### config.mk
export PLATFORM = sky130hd
export DESIGN_NAME = cover_toggle_collector
export DESIGN_NICKNAME = d
export VERILOG_FILES = /design/src/rtl/cover_toggle_collector.sv
export SDC_FILE = /design/constraint.sdc
export NUM_CORES = 1
export LEC_CHECK = 0
export ABC_CLOCK_PERIOD_IN_PS = 5400
export BUFFER_PORTS_ARGS = -buffer_cell sky130_fd_sc_hd__buf_2
export CAP_MARGIN = 20
export CORE_AREA = 2 2 178 180
export DETAILED_ROUTE_END_ITERATION = 6
export DIE_AREA = 0 0 180 182
export SLEW_MARGIN = 20
export SYNTH_ARGS = -nofsm -noshare
export SYNTH_HDL_FRONTEND = slang
export SYNTH_SLANG_ARGS = --single-unit
### constraint.sdc
create_clock -name clock -period 5.4 [get_ports clock]
set_input_delay 1.08 -clock clock [delete_from_list [all_inputs] [get_ports clock]]
set_output_delay 1.08 -clock clock [all_outputs]
set_load 0.02 [all_outputs]
### src/rtl/cover_toggle_collector.sv
// Toggle cover collector: sticky per-point hit bitmap, distinct-hit counter and a snapshot readout stream.
module cover_toggle_collector #(
  parameter int WIDTH       = 42,
  parameter int COVER_INDEX = 0,
  parameter int COVER_TOTAL = 8744,
  parameter int WORD_W      = 32
) (
  input  logic                         clock,
  input  logic                         reset,
  input  logic [WIDTH-1:0]             valid,
  input  logic                         en,
  input  logic                         clear,
  input  logic                         dump_req,
  output logic                         out_valid,
  input  logic                         out_ready,
  output logic [WORD_W-1:0]            out_data,
  output logic [31:0]                  out_index,
  output logic                         out_last,
  output logic [31:0]                  out_total,
  output logic                         busy,
  output logic [$clog2(WIDTH+1)-1:0]   hit_count,
  output logic                         new_hit
);

  localparam int NWORDS = (WIDTH + WORD_W - 1) / WORD_W;
  localparam int WCW    = (NWORDS > 1) ? $clog2(NWORDS) : 1;
  localparam int CW     = $clog2(WIDTH + 1);

  typedef enum logic [1:0] {S_IDLE, S_LOAD, S_SEND} state_t;

  state_t                    state_q;
  logic [WIDTH-1:0]          bitmap_q, bitmap_d;
  logic [WIDTH-1:0]          snapshot_q;
  logic [CW-1:0]             hit_count_q, hit_count_d;
  logic                      new_hit_q, new_hit_d;
  logic [WCW-1:0]            word_q;
  logic                      out_valid_q;
  logic [WORD_W-1:0]         out_data_q;
  logic [31:0]               out_index_q;
  logic                      out_last_q;
  logic                      busy_q;

  logic [WIDTH-1:0]          fresh;
  logic [CW-1:0]             fresh_cnt;
  logic [NWORDS*WORD_W-1:0]  snap_pad;
  logic [WORD_W-1:0]         word_data;
  logic [31:0]               word_index;
  logic                      word_is_last;

  assign fresh = valid & ~bitmap_q & {WIDTH{en}};

  always_comb begin
    fresh_cnt = '0;
    for (int i = 0; i < WIDTH; i++) begin
      fresh_cnt = fresh_cnt + CW'(fresh[i]);
    end
  end

  // Count can only grow by points not yet in the bitmap, so it tops out at WIDTH.
  always_comb begin
    bitmap_d    = bitmap_q | fresh;
    hit_count_d = hit_count_q + fresh_cnt;
    new_hit_d   = |fresh;
    if (clear) begin
      bitmap_d    = '0;
      hit_count_d = '0;
      new_hit_d   = 1'b0;
    end
  end

  always_ff @(posedge clock or negedge reset) begin
    if (!reset) begin
      bitmap_q    <= '0;
      hit_count_q <= '0;
      new_hit_q   <= 1'b0;
    end else begin
      bitmap_q    <= bitmap_d;
      hit_count_q <= hit_count_d;
      new_hit_q   <= new_hit_d;
    end
  end

  always_comb begin
    snap_pad              = '0;
    snap_pad[WIDTH-1:0]   = snapshot_q;
  end

  assign word_data    = snap_pad[int'(word_q)*WORD_W +: WORD_W];
  assign word_index   = 32'(COVER_INDEX) + 32'(word_q) * 32'(WORD_W);
  assign word_is_last = (word_q == WCW'(NWORDS - 1));

  // Snapshot takes the pre-update bitmap, so a same-cycle clear cannot empty it.
  always_ff @(posedge clock or negedge reset) begin
    if (!reset) begin
      state_q     <= S_IDLE;
      snapshot_q  <= '0;
      word_q      <= '0;
      out_valid_q <= 1'b0;
      out_data_q  <= '0;
      out_index_q <= 32'(COVER_INDEX);
      out_last_q  <= 1'b0;
      busy_q      <= 1'b0;
    end else begin
      case (state_q)
        S_IDLE: begin
          if (dump_req) begin
            snapshot_q <= bitmap_q;
            word_q     <= '0;
            busy_q     <= 1'b1;
            state_q    <= S_LOAD;
          end
        end
        S_LOAD: begin
          out_data_q  <= word_data;
          out_index_q <= word_index;
          out_last_q  <= word_is_last;
          out_valid_q <= 1'b1;
          state_q     <= S_SEND;
        end
        S_SEND: begin
          if (out_ready) begin
            out_valid_q <= 1'b0;
            if (out_last_q) begin
              busy_q  <= 1'b0;
              state_q <= S_IDLE;
            end else begin
              word_q  <= word_q + WCW'(1);
              state_q <= S_LOAD;
            end
          end
        end
        default: state_q <= S_IDLE;
      endcase
    end
  end

  assign out_valid = out_valid_q;
  assign out_data  = out_data_q;
  assign out_index = out_index_q;
  assign out_last  = out_last_q;
  assign out_total = 32'(COVER_TOTAL);
  assign busy      = busy_q;
  assign hit_count = hit_count_q;
  assign new_hit   = new_hit_q;

endmodule
==> metrics.md <==
| Metric | Value |
|---|---|
| Outcome | `finished, violations left` |
| Failing checks | `setup timing` |
| YS warnings | `0` |
| Die height | `~180 um` |
| Io pins | `154` |
| CTS buffer count | `17` |
| Post-DP HPWL | `approximately 15 mm` |
| Hold Path Class | `reg -> reg` |
| Pwr Density | `601.2 nW/um2` |
| Post-synth EDFFs | `0` |
| FF+latch count, synth | `129` |
| Final Hold Viols | `0` |
| Nets | `between 900 and 1000` |
| Fillers | `3272` |
| DRC Markers | `0` |
| Startpoint Class | `primary input` |
| Final Skew | `0.01583 ns` |
| CTS root buf | `clkbuf_16` |
| Synth Flop Type | `dfrtp_1` |
| Yosys top cell by area | `dfrtp_1` |
| Largest cells by area after synthesis | `dfrtp_1 (46%), fa_1 (10%), buf_4 (7.2%), mux2_2 (7.0%), inv_1 (3.9%)` |
| Starting DRC count in detailed routing | `roughly 190` |
| Gpl congestion | `0.8521` |
| Total GRT Usage | `0.1213` |
| Max cap viols | `0` |
| Number of distinct library cells after synthesis | `33` |
| CP endpoint kind | `flop` |
| Antenna Nets Post-Route | `0` |
| Final setup fails | `6` |
| Top cell type's share of synthesized area | `0.4584` |
| Clock power frac | `0.218` |
| Cells after Synth | `679` |
| First-pass GRT wire length | `between 30 and 40 mm` |
| Max-slew violations | `0` |
| Tcrit/Tclk final | `1.134` |
| Reg clk slew, reported paths | `roughly 0.060 ns` |
| Clk buf depth | `2` |
| Buf/Inv on CP | `5` |
| Max Fanout on Critical Path | `7` |
| Worst slew margin | `0.3364` |
| Initial antenna violation count | `4` |
| Layout cells sized above 1 | `0.3345` |
| Area growth from synthesis to layout | `28.14%` |
| Sequential share of the synthesized area | `0.4584` |
| Switching Power | `2.026 mW` |
| Syn avg cell area | `10.37 um2` |
| DR vias/cell | `4.020` |
| Vias in the first global route | `5189` |
| Drt total wl | `19.08 mm` |
| Fmax achieved | `163.4 MHz` |
| Setup_tns | `-3.040 ns` |
| TritonRoute pass-1 iters | `4` |
| RSZ-0062 raised after global routing | `yes` |
| Largest net degree at the start of global routing | `67` |
| Clk sinks | `129` |
| DR vias | `5053` |
| Worst-Margin Slew | `0.9954 ns` |
| Port-buffer cells | `90` |
| Placement Rows | `65` |
| Die area | `32760 um2` |
| CTS H-tree depth | `4` |
| # diodes | `0` |
| Worst-path cell chain | `buf_12, inv_4, or3_4, fa_1, fa_2, fa_1, inv_2, fa_1, fa_1, fa_1, inv_2, fa_1, inv_1, ha_1, nor2b_4, o31a_1, o21a_1, or3_1, a21oi_1` |
| Worst EP arrival | `6.45 ns` |
| CTS tree | `yes` |
| Setup slack after layout | `-0.7212 ns` |
| Static Leak | `about 4.5 nW` |
| Family with the most delay on the worst path | `adder cells` |
| Total power | `5.425 mW` |
| Clk_lat worst skew | `between 0.4 and 0.5 ns` |
| Worst VDD drop | `0.7581 mV` |
| Final min period | `6.121 ns` |
| Core area | `30990 um2` |
| Top cell by count, worst path | `fa_1` |
| Sequential power share | `0.262` |
| Grt total ovfl | `0` |
| Die Span X | `around 180 um` |
| Critical-path top delay cell | `fa_1` |
| Worst path max stage delay | `about 0.53 ns` |
| Fraction of registers with async set/reset | `1.000` |
| Cell internal pwr | `3.398 mW` |
| CTS Hold Bufs | `0` |
| Comb pwr share | `0.520` |
| Switch share | `0.3735` |
| Synthesized cell area | `7042 um2` |
| Required @ worst endpoint | `5.73 ns` |
| CP Class | `in -> reg` |
| Starting Density | `0.2273` |
| Drt wl/cell | `approximately 15 um` |
[tightest hold or removal path: stages (launching register included)]
cell     delay, ns
dfrtp_1       0.33
nand2_1       0.04
o21ai_0       0.05
[worst paths after layout]
path	slack [ns]	start	endpoint	depth (start not counted)
hold / removal	0.47	out_data[22]	out_data[22]	2
min in group asynchronous	0.71	reset	out_data[25]	1
setup reg to reg	-0.34	bitmap_q[10]	hit_count[5]	19
setup / recovery	-0.72	en	hit_count[5]	19
max in group asynchronous	3.60	reset	bitmap_q[26]	2
hold reg to reg	0.47	out_data[22]	out_data[22]	2
[cell usage after synthesis (10+ instances only)]
cell,n
ha_1,15
nand2b_1,24
or3_1,25
nor3_1,14
buf_4,68
mux2_2,44
o22ai_1,19
o21ai_0,36
fa_1,35
nor2_1,51
mux2i_1,10
a21oi_1,48
clkbuf_1,12
inv_1,74
nand2_1,36
dfrtp_1,129
[cell families (layout without fill, tap and decap cells)]
| group | after synthesis | after routing | synth area share |
|---|---|---|---|
| simple gates | 162 | 162 | 0.1125 |
| flops | 129 | 129 | 0.4584 |
| buf+inv | 167 | 282 | 0.1265 |
| fa+ha+maj | 50 | 50 | 0.1262 |
| other cells | 2 | 63 | 0.001066 |
| compound gates | 110 | 110 | 0.08458 |
| xor+xnor | 5 | 5 | 0.006220 |
| mux | 54 | 54 | 0.08458 |
[per-stage QoR]
stage | hold WS (ns) | instances | worst slack [ns] | cell area [um2] | utilization
final | 0.4675 | 1257 | -0.7212 | 9024 | 0.2912
after global routing | 0.5062 | 1257 | -0.9081 | 9024 | 0.2912
after CTS | 0.4778 | 1257 | -0.7395 | 9009 | 0.2907
after detailed placement | 0.4654 | 1223 | -1.434 | 8288 | 0.2675
after global placement | 0.4585 | 1223 | -1.347 | 8288 | 0.2675
after floorplan | 0.4785 | 740 | -1.199 | 7333 | -
[cell type report]
class	instances	area (um2)	share of cell area
multi-input combinational	444	3264	0.3618
sequential	129	3228	0.3577
inverter	74	282.8	0.03134
timing repair buffer	175	1126	0.1248
clock inverter	12	156.4	0.01733
timing repair inverter	1	6.256	0.0006933
tap	402	503.0	0.05574
clock buffer	20	456.7	0.05061
[placed cells by master, fill, tap and decap left out, types with 3 or more instances in the layout]
cell type	synthesis	layout
or3_4	0	4
mux2i_1	10	10
clkinvlp_4	0	4
dfrtp_1	129	129
nor3_2	0	7
or3_1	25	21
nand2b_1	24	23
inv_1	74	65
ha_1	15	15
buf_4	68	84
bufinv_16	0	3
a21oi_1	48	48
fa_2	0	10
nor4_1	5	5
clkbuf_16	0	17
nor3_1	14	6
xnor2_1	3	3
o21ai_0	36	36
mux2_2	44	44
inv_2	0	8
conb_1	2	63
o22ai_1	19	19
nand2_1	36	36
buf_6	0	4
nor2_1	51	51
buf_2	7	86
nand3_1	3	3
fa_1	35	25
[per-layer routing]
layer | vias up | GRT usage | routed length [um]
li1 | 2437 | - | -
met1 | 2442 | 0.1579 | 8666
met2 | 143 | 0.1945 | 9030
met3 | 25 | 0.03811 | 1123
met4 | 6 | 0.03350 | 215
met5 | - | 0 | 38
[power by group through the flow]
stage	clock, mW	combinational [mW]	sequential, mW
after CTS	1.21	2.84	1.42
after global placement	0	2.66	1.43
final	1.18	2.82	1.42
after global routing	1.26	3.15	1.46
after detailed placement	0	2.71	1.44
after floorplan	0	1.73	1.51
[state kept, by name, summed over array words and instances, names as in the netlist]
name and flops:
bitmap_q 42, state_q 2, new_hit 1, out_valid 1, snapshot_q 42, busy 1
hit_count 6, out_data 32, word_is_last 1, out_last 1
[timing repair]
action / CTS / global route
pin swaps: 16 / 4
gates resized for setup: 27 / 2
endpoints found under the hold margin: 0 / 0
endpoints found under the setup margin: 6 / 6
buffers inserted: 1 / 0
cloned: 1 / 0
No activity file was read; power rests on OpenSTA's default activity.
